[src/rtl/uart_deframe_if.sv]
`default_nettype none
// ============================================================================
// Module      : uart_deframe_if
// Description : Frame handshake and decoded-field bundle between the UART RX
//               shifter (master) and the deframer (slave).
// Revision    : 1.0 - initial release
// ============================================================================
interface uart_deframe_if;
    // Shifter -> deframer
    logic        recieved_flag;
    logic [10:0] data_parll;

    // Deframer -> byte consumer
    logic        start_bit;
    logic [7:0]  raw_data;
    logic        parity_bit;
    logic        stop_bit;
    logic        done_flag;
    logic        parity_err;
    logic        frame_err;

    modport master (
        output recieved_flag,
        output data_parll,
        input  start_bit,
        input  raw_data,
        input  parity_bit,
        input  stop_bit,
        input  done_flag,
        input  parity_err,
        input  frame_err
    );

    modport slave (
        input  recieved_flag,
        input  data_parll,
        output start_bit,
        output raw_data,
        output parity_bit,
        output stop_bit,
        output done_flag,
        output parity_err,
        output frame_err
    );
endinterface
`default_nettype wire

[src/rtl/uart_deframe.sv]
`default_nettype none
// ============================================================================
// Module      : uart_deframe
// Description : Splits an already-parallelised 11-bit UART frame into start,
//               data, parity and stop fields, checks parity and framing, and
//               flags each newly captured byte with a one-cycle done pulse.
// Revision    : 1.0 - initial release
// ============================================================================
module uart_deframe #(
    parameter logic PARITY_ODD = 1'b0   // 0 = even parity, 1 = odd parity
) (
    input  wire logic    clk,
    input  wire logic    reset_n,
    uart_deframe_if.slave bus
);

    typedef enum logic [1:0] {
        ST_IDLE = 2'd0,
        ST_DONE = 2'd1,
        ST_HOLD = 2'd2
    } state_t;

    state_t      r_state;
    state_t      w_state_next;
    logic        w_capture;
    logic        w_done;

    logic        w_parity_err;
    logic        w_frame_err;

    logic        r_start_bit;
    logic [7:0]  r_raw_data;
    logic        r_parity_bit;
    logic        r_stop_bit;
    logic        r_parity_err;
    logic        r_frame_err;

    // Nine-bit XOR is 0 for an even count of ones; flip it for odd parity so
    // a 1 always means the check failed.
    assign w_parity_err = (^bus.data_parll[9:1]) ^ PARITY_ODD;
    // A good frame starts low and stops high.
    assign w_frame_err  = bus.data_parll[0] | ~bus.data_parll[10];

    // State register.
    always_ff @(posedge clk or negedge reset_n) begin
        if (!reset_n) begin
            r_state <= ST_IDLE;
        end else begin
            r_state <= w_state_next;
        end
    end

    // Next-state logic: capture once on entry, then wait for the flag to drop
    // so a flag held high for many cycles yields only one byte.
    always_comb begin
        w_state_next = r_state;
        w_capture    = 1'b0;
        w_done       = 1'b0;
        case (r_state)
            ST_IDLE: begin
                if (bus.recieved_flag) begin
                    w_capture    = 1'b1;
                    w_state_next = ST_DONE;
                end
            end
            ST_DONE: begin
                w_done       = 1'b1;
                w_state_next = bus.recieved_flag ? ST_HOLD : ST_IDLE;
            end
            ST_HOLD: begin
                if (!bus.recieved_flag) begin
                    w_state_next = ST_IDLE;
                end
            end
            default: begin
                w_state_next = ST_IDLE;
            end
        endcase
    end

    // Field and error capture; values hold until the next capture. Reset
    // values present an idle (high) line with no errors.
    always_ff @(posedge clk or negedge reset_n) begin
        if (!reset_n) begin
            r_start_bit  <= 1'b1;
            r_raw_data   <= 8'h00;
            r_parity_bit <= 1'b0;
            r_stop_bit   <= 1'b1;
            r_parity_err <= 1'b0;
            r_frame_err  <= 1'b0;
        end else if (w_capture) begin
            r_start_bit  <= bus.data_parll[0];
            r_raw_data   <= bus.data_parll[8:1];
            r_parity_bit <= bus.data_parll[9];
            r_stop_bit   <= bus.data_parll[10];
            r_parity_err <= w_parity_err;
            r_frame_err  <= w_frame_err;
        end
    end

    // done_flag is decoded straight from the state register, so it drops
    // together with the asynchronous state reset.
    assign bus.done_flag  = w_done;
    assign bus.start_bit  = r_start_bit;
    assign bus.raw_data   = r_raw_data;
    assign bus.parity_bit = r_parity_bit;
    assign bus.stop_bit   = r_stop_bit;
    assign bus.parity_err = r_parity_err;
    assign bus.frame_err  = r_frame_err;

endmodule
`default_nettype wire

[src/flat_wrapper.sv]
// flat-port wrapper written by rule: the top's interface ports become plain ports
module uart_deframe_flat 
#(
    parameter logic PARITY_ODD = 1'b0                                     
)
  (clk, reset_n, bus_recieved_flag, bus_data_parll, bus_start_bit, bus_raw_data, bus_parity_bit, bus_stop_bit, bus_done_flag, bus_parity_err, bus_frame_err);
  uart_deframe_if bus_i ();
  input  wire logic clk;
  input  wire logic reset_n;
  input wire logic [$bits(bus_i.recieved_flag)-1:0] bus_recieved_flag;
  input wire logic [$bits(bus_i.data_parll)-1:0] bus_data_parll;
  output wire logic [$bits(bus_i.start_bit)-1:0] bus_start_bit;
  output wire logic [$bits(bus_i.raw_data)-1:0] bus_raw_data;
  output wire logic [$bits(bus_i.parity_bit)-1:0] bus_parity_bit;
  output wire logic [$bits(bus_i.stop_bit)-1:0] bus_stop_bit;
  output wire logic [$bits(bus_i.done_flag)-1:0] bus_done_flag;
  output wire logic [$bits(bus_i.parity_err)-1:0] bus_parity_err;
  output wire logic [$bits(bus_i.frame_err)-1:0] bus_frame_err;
  assign bus_i.recieved_flag = bus_recieved_flag;
  assign bus_i.data_parll = bus_data_parll;
  assign bus_start_bit = bus_i.start_bit;
  assign bus_raw_data = bus_i.raw_data;
  assign bus_parity_bit = bus_i.parity_bit;
  assign bus_stop_bit = bus_i.stop_bit;
  assign bus_done_flag = bus_i.done_flag;
  assign bus_parity_err = bus_i.parity_err;
  assign bus_frame_err = bus_i.frame_err;
  uart_deframe #(.PARITY_ODD(PARITY_ODD)) u_core (.clk(clk), .reset_n(reset_n), .bus(bus_i));
endmodule
[config.mk]
export PLATFORM = sky130hd
export DESIGN_NAME = uart_deframe_flat
export DESIGN_NICKNAME = d
export VERILOG_FILES = /design/src/rtl/uart_deframe_if.sv /design/src/rtl/uart_deframe.sv /design/src/flat_wrapper.sv
export SDC_FILE = /design/constraint.sdc
export NUM_CORES = 1
export LEC_CHECK = 0
export CORE_MARGIN = 2
export CORE_UTILIZATION = 39
export CTS_BUF_LIST = sky130_fd_sc_hd__clkbuf_16
export DETAILED_ROUTE_END_ITERATION = 7
export HOLD_SLACK_MARGIN = 0.03
export PLACE_DENSITY = 0.78
export RECOVER_POWER = 50
export REMOVE_ABC_BUFFERS = 1
export SYNTH_ARGS = -nofsm -noshare
export SYNTH_HDL_FRONTEND = slang
export SYNTH_SLANG_ARGS = --single-unit
[constraint.sdc]
create_clock -name clk -period 1.8 [get_ports clk]
set_input_delay 0.18 -clock clk [delete_from_list [all_inputs] [get_ports clk]]
set_output_delay 0.18 -clock clk [all_outputs]
set_load 0.02 [all_outputs]
==> flow_summary.toml <==
[critical_path]
arrival_ns = 1.40
crit-reg2reg-launch = "u_core.r_state[0]$_DFFE_PN0P_"
end_kind = "output port"
cp.required_ns = 1.62
r2r-end = "u_core.bus.raw_data[7]$_DFFE_PN0P_"
reg2reg_slack_ns = 0.24
worstSetupEndpoint = "bus_done_flag"
reg2reg_depth = 3
worstSetupStartpointType = "flip-flop"
worstPathMaxFanout = 3
cp-startpoint = "u_core.r_state[1]$_DFFE_PN0P_"
critical_path_class = "flip-flop to output port"

[clock_tree]
cts_buffers = 3
cts_tree = "built"
clock-sinks = 15
post_cts_buffers = 0
clock_path_buffers = 2
cts-resized-gates = 0
clk_pin_slew_worst_paths_ns = 0.05
clock_latency_ns = 0.24
cts_hold_buf = 0
htreeDepth = 1
clockRootBuffer = "clkbuf_16"

[yosys]
syn_area_um2 = 646
synth_cells = 42
netlist-cell-type-count = 14
ys_ff_latch = 15
ys_seq_area_share_pct = 58.5
ys_warn_count = 0
syn_avg_cell_area_um2 = 15.4

[routing]
postRouteAntennaNets = 0
dr.pass1.iters = 1
routed_via_density = 4.90
vias = 441
drc_errors = 0
wl_per_cell_um = 12.4
drt_iter0_markers = 0
drt_wl_total_um = 1110

[floorplan]
die_h_um = 44.7
rows = 14
start_util_pct = 42.4
core_um2 = 1520
die_w_um = 44.7
ioPinCount = 28
fp.dieArea_um2 = 2000

[power]
leakage_nw = 0.424
powerDensity_nw_per_um2 = 1310
peakVddDrop_uv = 891
fin_total_pwr_w = 0.00133

[sta]
fin_skew_ns = 0.00127
period_minus_slack_ns = 1.58
setup-tns-final_ns = 0
finalHoldViolations = 0
setup_ws_ns = 0.223
max_slew_margin_pct = 55.6
slew_viol_final = 0
max_freq_mhz = 634
setup_viol = 0
fin_crit_sh_pct = 87.6
rsz0062_at_grt = "no"
tightest_slew_ns = 0.664

[finish]
final_common_cell = "clkdlybuf4s50_1"
drive_gt1_share_pct = 24.3
stdcell_count = 90
final_util_pct = 66.6
final_cell_mix = "clkdlybuf4s50_1 (26), dfrtp_1 (13), mux2_2 (11)"
n_antenna_cell = 0
area_delta_synth_final_pct = 57.2
fin_nets = 89

[global_route]
grt-busiest-layer = "met2"
grt_pass1_vias = 499
antenna_found_initial = 0
use_met3_pct = 4.08
met2_usage_pct = 23.2
grt_pass1_wl_um = 2000
grt_start_max_net_pins = 16
track_usage_pct = 14.0
grt_remaining_overflow = 0
grt_use_met1_pct = 17.1

[placed_design]
routabilityCongestion = 0.667
dp_cells = 86
place_ws_ns = 0.0228
dp_hpwl_um = 874
port-buffer-count = 27

[job]
cap_viol_max_count = 0

[worst_hold_path]
hold_path.class = "input port to async pin"

[run_status]
status = "finished, final reports clean"
per-layer routing:
layer	vias up	wire, um
li1	210	-
met3	0	66
met4	0	0
met5	-	0
met2	15	546
met1	216	499
through the flow:
stage	cell area, um^2	hold WS [ns]
final	1010	0.417
after CTS	1020	0.383
after global routing	1010	0.488
after global placement	943	0.489
after detailed placement	943	0.495
after floorplan	638	-0.116
flip-flops by register name, indices dropped and copies added (netlist names):
signal                 flops
u_core.bus.frame_err       1
u_core.bus.parity_bit      1
u_core.bus.parity_err      1
u_core.bus.raw_data        8
u_core.bus.start_bit       1
u_core.bus.stop_bit        1
u_core.r_state             2
critical path, cell delays in order, from the launching register on:
cell             delay (ns)
dfrtp_1                0.39
nor2b_1                0.15
clkdlybuf4s50_1        0.62
cell families (layout without fill, tap and decap cells):
group                  after synthesis  count (layout)  synth area share [%]
flip-flops                          15              15                  58.5
multiplexers                        12              12                  21.5
XOR/XNOR                             7               7                  11.6
AND/OR/NAND/NOR                      4               4                  4.46
AO/OA/AOI/OAI                        2               2                  2.13
buffers and inverters                2              34                  1.74
cells in the mapped netlist:
master / instances / share of area, %
mux2_2: 11 / 19
dfrtp_1: 13 / 50
a31oi_1: 1 / 0.97
xor2_1: 1 / 1.4
o21a_1: 1 / 1.2
xnor2_1: 5 / 6.8
inv_1: 1 / 0.58
nor3b_2: 1 / 1.9
nor2b_1: 2 / 1.9
buf_4: 1 / 1.2
mux2_4: 1 / 2.3
dfstp_2: 2 / 8.1
nor2_1: 1 / 0.58
xnor3_1: 1 / 3.5
layout make-up:
| type | count | area, um^2 |
|---|---|---|
| multi-input combinational | 25 | 256 |
| clock buffer | 3 | 75.1 |
| tap | 16 | 20.0 |
| inverter | 1 | 3.75 |
| timing repair buffer | 29 | 278 |
| clock inverter | 1 | 3.75 |
| sequential | 15 | 378 |
| fill | 126 | 509 |
worst min-delay path by stage:
stage	startpoint	to
detailed placement	u_core.bus.raw_data[4]$_DFFE_PN0P_	u_core.bus.raw_data[4]$_DFFE_PN0P_
floorplan	reset_n	u_core.bus.frame_err$_DFFE_PN0P_
global route	reset_n	u_core.bus.raw_data[4]$_DFFE_PN0P_
global placement	u_core.bus.parity_bit$_DFFE_PN0P_	u_core.bus.parity_bit$_DFFE_PN0P_
finish	reset_n	u_core.bus.raw_data[4]$_DFFE_PN0P_
CTS	reset_n	u_core.bus.raw_data[4]$_DFFE_PN0P_
power by group:
| group | switching (W) | leakage, nW | internal [W] |
|---|---|---|---|
| clock network | 0.000121 | 0.0423 | 0.000293 |
| registers | 0.0000422 | 0.174 | 0.000426 |
| logic | 0.000193 | 0.208 | 0.000255 |
| total | 0.000356 | 0.424 | 0.000974 |
No activity file was read; power rests on OpenSTA's default activity.
==> RTL change 1, RTL diff (same settings) <==
The 3 states of `state_t` get a one-hot encoding in 3 bits.
--- a/src/rtl/uart_deframe.sv
+++ b/src/rtl/uart_deframe.sv
@@ -15,8 +15,8 @@
 );
 
-    typedef enum logic [1:0] {
-        ST_IDLE = 2'd0,
-        ST_DONE = 2'd1,
-        ST_HOLD = 2'd2
+    typedef enum logic [2:0] {
+        ST_IDLE = 3'b001,
+        ST_DONE = 3'b010,
+        ST_HOLD = 3'b100
     } state_t;
 
Formal check against the unedited RTL: same outputs for any inputs over 10 cycles, from zero or initial values and one cycle with reset_n low; not proved beyond that.
==> RTL change 1 against the unedited design <==
Total power grew 32%; sequential cell count increased by 1; critical path depth is the same; wire length increased by 12%; sequential power up 28%; die area grew 5.8%; final area increased by 4.7%; area after synthesis increased by 6.4%; worst hold slack gained 0.083 ns; setup slack got worse by 0.069 ns; critical endpoint unchanged.
==> RTL change 1: results (changes against the unedited design) <==
Finish
  – Share of post-route cells with drive strength above 1: 23.38% (-0.95 points)
  – Fill count: 130 (+3.2%)
  – Footprint of the multi-input gates: 260.3 um2 (+1.5%)
  – Cell Count, Final, Fillers Out: 94 (+4.4%)
  – # nets final: 92 (+3.4%)

Global route
  – Total Routing Usage GR: 13.43% (-0.58 points)
  – Largest net degree at the start of global routing: 17 (+1)
  – Vias in the first global route: 441 (-12%)
  – Initial antenna violation count: 0 (unchanged)
  – First-pass GRT wire length: 1904 um (-4.8%)

Clock network
  – Clk pin slew, worst setup/hold paths: 0.04 ns
  – H-tree levels: 1 (unchanged)
  – Clock latency at the later pin of the worst-skew pair: 0.24 ns (about the same)

Placed design
  – Post-Place Cells: 90 (+4.7%)
  – Port Buffer Count: 27 (unchanged)
  – Final GP Congestion: 0.6613 (-0.90%)
  – Placed standard-cell area: 998.5 um2 (+5.8%)
  – Dpl ws: 0.06189 ns (+0.03908 ns)

Route
  – Via density: 4.840 (-1.2%)
  – Detailed Routing Iterations Pass 1: 1 (unchanged)
  – Final WL: 1240 um (+12%)
  – Drt initial violations: 0 (unchanged)

Pwr
  – Int Pwr: 1.231 mW (+26%)
  – VDD IR max: 0.9427 mV (+5.7%)
  – Pleak: 0.4390 nW (+3.5%)

STA
  – Worst slew pin tran: 0.8251 ns (+0.1614 ns)
  – Worst Clk Skew: 0.001947 ns (+0.0006771 ns)

Status
  – Outcome: completed

Worst setup path
  – CP arrival: 1.47 ns (+0.07 ns)
  – CP Max Fanout: 3 (unchanged)

Logic synthesis
  – Post-synthesis sequential area ratio: 58.83% (+0.31 points)
  – List of most frequent post-synthesis cells: dfrtp_1 (13), mux2_2 (11), xnor2_1 (6)
  – Synth top area cells: dfrtp_1 (47%), mux2_2 (18%), dfstp_2 (11%), xnor2_1 (7.7%), xnor3_1 (3.3%)
  – Mapped Cells: 45 (+7.1%)

Min path
  – Worst hold path type: flop to flop
## RTL change 1: cells by family (layout without fill, tap and decap cells)
logic type | after synthesis | in the layout | synth area share (%)
AO/OA/AOI/OAI | 1 | 1 | 0.9113
buffers and inverters | 2 | 34 | 1.639
XOR/XNOR | 8 | 8 | 12.20
multiplexers | 12 | 12 | 20.22
flip-flops | 16 | 16 | 58.83
AND/OR/NAND/NOR | 6 | 6 | 6.193
## RTL change 1: final timing paths
kind	slack, ns	cells after the start	to	startpoint
min in group asynchronous	0.56	2	u_core.bus.parity_err	reset_n
worst min register to register	0.50	1	u_core.bus.raw_data[2]	u_core.bus.raw_data[2]
worst max register to register	0.27	4	u_core.bus.raw_data[7]	u_core.r_state[0]
worst max-delay path	0.15	2	bus_done_flag	u_core.r_state[2]
max in group asynchronous	0.73	2	u_core.bus.raw_data[3]	reset_n
worst min-delay path	0.50	1	u_core.bus.raw_data[2]	u_core.bus.raw_data[2]
## RTL change 1: area by class of cell
cell class / count / area share [%]
clock buffers: 3 / 7.067
clock inverters: 1 / 0.3534
inverters: 1 / 0.3534
multi-input cells: 27 / 24.50
flip-flops and latches: 16 / 38.04
well taps: 17 / 2.002
repair buffers: 29 / 27.68
## RTL change 1: power groups by stage
| stage | combinational (mW) | sequential [mW] | clock (mW) |
|---|---|---|---|
| 2_1_floorplan | 0.222 | 0.776 | 0 |
| 3_3_place_gp | 0.751 | 0.608 | 0 |
| 3_5_place_dp | 0.761 | 0.613 | 0 |
| 4_1_cts | 0.767 | 0.612 | 0.424 |
| 5_1_grt | 0.783 | 0.617 | 0.447 |
| 6_report | 0.739 | 0.601 | 0.413 |
## RTL change 1: layer usage
metal,part of all wire (%),up-vias,global-route usage [%]
met3,6.0,2,3.968
met4,1.4,0,8.571
met1,42,218,15.56
li1,-,217,-
met5,0,-,0
met2,51,18,21.39
## RTL change 1: critical path, stage by stage, from the launching register on
cell             delay (ns)
dfrtp_1                0.40
nor3b_1                0.20
clkdlybuf4s50_1        0.63
==> RTL change 2, RTL diff (config.mk and constraints unchanged) <==
Made on the original files. Reset style: synchronous (`reset_n`), changed in 2 clocked blocks. Comments in the files are not updated.
--- a/src/rtl/uart_deframe.sv
+++ b/src/rtl/uart_deframe.sv
@@ -43,5 +43,5 @@
 
     // State register.
-    always_ff @(posedge clk or negedge reset_n) begin
+    always_ff @(posedge clk) begin
         if (!reset_n) begin
             r_state <= ST_IDLE;
@@ -81,5 +81,5 @@
     // Field and error capture; values hold until the next capture. Reset
     // values present an idle (high) line with no errors.
-    always_ff @(posedge clk or negedge reset_n) begin
+    always_ff @(posedge clk) begin
         if (!reset_n) begin
             r_start_bit  <= 1'b1;
Behaviour: differs if reset_n is asserted again (counterexample within 4 cycles, from zero or initial values and one cycle with reset_n low); with reset_n held inactive, the same outputs for 10 cycles.
==> RTL change 2 against the unedited design <==
Cell count grew 30%; wire length increased by 14%; area after synthesis shrank 0.19%; worst hold slack better by 0.032 ns; setup slack improved by 0.040 ns; final area fell by 0.74%; synthesized cell count grew 67%; via count is 28% higher; register-to-register slack better by 0.28 ns; sequential cell count is the same; highest routed layer unchanged.
Power is not compared: it rests on default switching activity, and its combinational part moved more than twofold at a synthesized area within 25%.
==> RTL change 2: results (changes against the unedited design) <==
Route
  – Detailed Routing Iterations Pass 1: 3 (+2)
  – Vias after detailed routing: 565 (+28%)
  – Drt initial violations: 1 (+1)
  – Drt wl/cell: 10.82 um (-12%)

Status
  – Outcome: completed

STA
  – Max_slew headroom: 73.72% (+18 points)
  – Worst Clk Skew: 0.0005217 ns (-0.0007483 ns)

Placed design
  – Final HPWL DP: 974.2 um (+11%)
  – Port Buffer Count: 27 (unchanged)
  – Final GP Congestion: 0.7116 (+6.6%)

Finish
  – Fill count: 146 (+16%)
  – Largest register FFs: 8 (unchanged)
  – Share of post-route cells with drive strength above 1: 5.941% (-18 points)
  – # nets final: 116 (+30%)
  – Ant diodes: 0 (unchanged)

Clock network
  – Clk buf depth: 2 (unchanged)
  – Num CTS Buffers: 3 (unchanged)
  – Root Buffer: clkbuf_16

Worst setup path
  – CP Max Fanout: 4 (+1)
  – Crit path largest cell delay: 0.60 ns (-0.02 ns)
  – Delay-heaviest family, CP: buffers and inverters
  – CP arrival: 1.36 ns (-0.04 ns)
  – Reg2Reg Setup Slack: 0.52 ns (+0.28 ns)

Logic synthesis
  – Netlist cell types: 20 (+6)
  – Most used flip-flop cell after synthesis: dfxtp_1
  – Ys async rst share: 0% (-100 points)
  – Post-synthesis sequential area ratio: 46.60% (-12 points)
  – Post-Synth XOR/XNOR Area: 12.82% (+1.2 points)
  – Synth top area cells: dfxtp_1 (47%), nand2_1 (13%), a21boi_1 (10%), xnor2_1 (4.1%), xnor3_1 (3.5%)
  – Synth Area in Compound Gates: 13.98% (+12 points)
  – List of most frequent post-synthesis cells: nand2_1 (23), dfxtp_1 (15), a21boi_1 (9)
  – Mux share of post-synthesis cell area: 0% (-22 points)

Min path
  – Worst hold path type: flop to flop

Global route
  – Total Routing Usage GR: 14.42% (+0.41 points)
  – First-pass GRT wire length: 2132 um (+6.5%)
  – Largest net degree at the start of global routing: 13 (-3)
  – Vias in the first global route: 516 (+3.4%)
==> RTL change 2: cell count changes after synthesis, moves of 2 or more <==
| cell | change |
|---|---|
| dfstp_2 | -2 |
| dfrtp_1 | -13 |
| dfxtp_1 | +15 |
| nand3_1 | +4 |
| xnor2_1 | -2 |
| mux2_2 | -11 |
| nand2_1 | +23 |
| a21boi_1 | +9 |
==> RTL change 2: path summary, 6_finish.rpt <==
path / start / endpoint / depth (start not counted)
setup / recovery: u_core.r_state[0] / bus_done_flag / 2
hold / removal: u_core.bus.parity_bit / u_core.bus.parity_bit / 2
setup reg to reg: u_core.r_state[1] / u_core.bus.frame_err / 4
hold reg to reg: u_core.bus.parity_bit / u_core.bus.parity_bit / 2
==> RTL change 2: layout make-up <==
cell class	instances	area (um2)	area share, %
clock buffers	3	75.07	7.453
repair buffers	30	285.3	28.32
multi-input cells	52	322.8	32.05
well taps	16	20.02	1.988
flip-flops and latches	15	300.3	29.81
clock inverters	1	3.754	0.3727
==> RTL change 2: power by group through the flow <==
stage / clock network (mW) / registers, mW / logic, mW
6_report: 0.415 / 0.370 / 0.194
3_3_place_gp: 0 / 0.376 / 0.201
3_5_place_dp: 0 / 0.377 / 0.203
2_1_floorplan: 0 / 0.404 / 0.0747
4_1_cts: 0.424 / 0.371 / 0.205
5_1_grt: 0.439 / 0.372 / 0.212
==> RTL change 2: per-stage QoR <==
step	std cells	power, mW	hold slack, ns	instance area, um2	setup slack [ns]
floorplan	67	0.4783	0.2518	628.1	0.4861
global placement	113	0.5775	0.4389	940.9	0.2782
detailed placement	113	0.5801	0.4442	940.9	0.2473
CTS	117	0.9991	0.4506	1020	0.2390
global route	117	1.023	0.4764	1007	0.2113
finish	117	0.9791	0.4492	1007	0.2633
==> RTL change 2: cells by family after synthesis <==
logic type | Yosys count
buffers and inverters | 3
and+or+nand+nor | 34
DFF | 15
xor gates and xnor gates | 7
AOI/OAI and AO/OA | 11
==> RTL change 2: tightest hold or removal path: stages, from the launching register on <==
cell	delay [ns]
dfxtp_1	0.30
nand2_1	0.05
a21boi_1	0.05
==> RTL change 2: per-layer routing <==
metal	GRT usage [%]	vias up	wire length, um
met4	3.636	0	0
met5	0	-	0
li1	-	291	-
met1	19.11	256	582
met3	3.673	0	68
met2	23.19	18	614
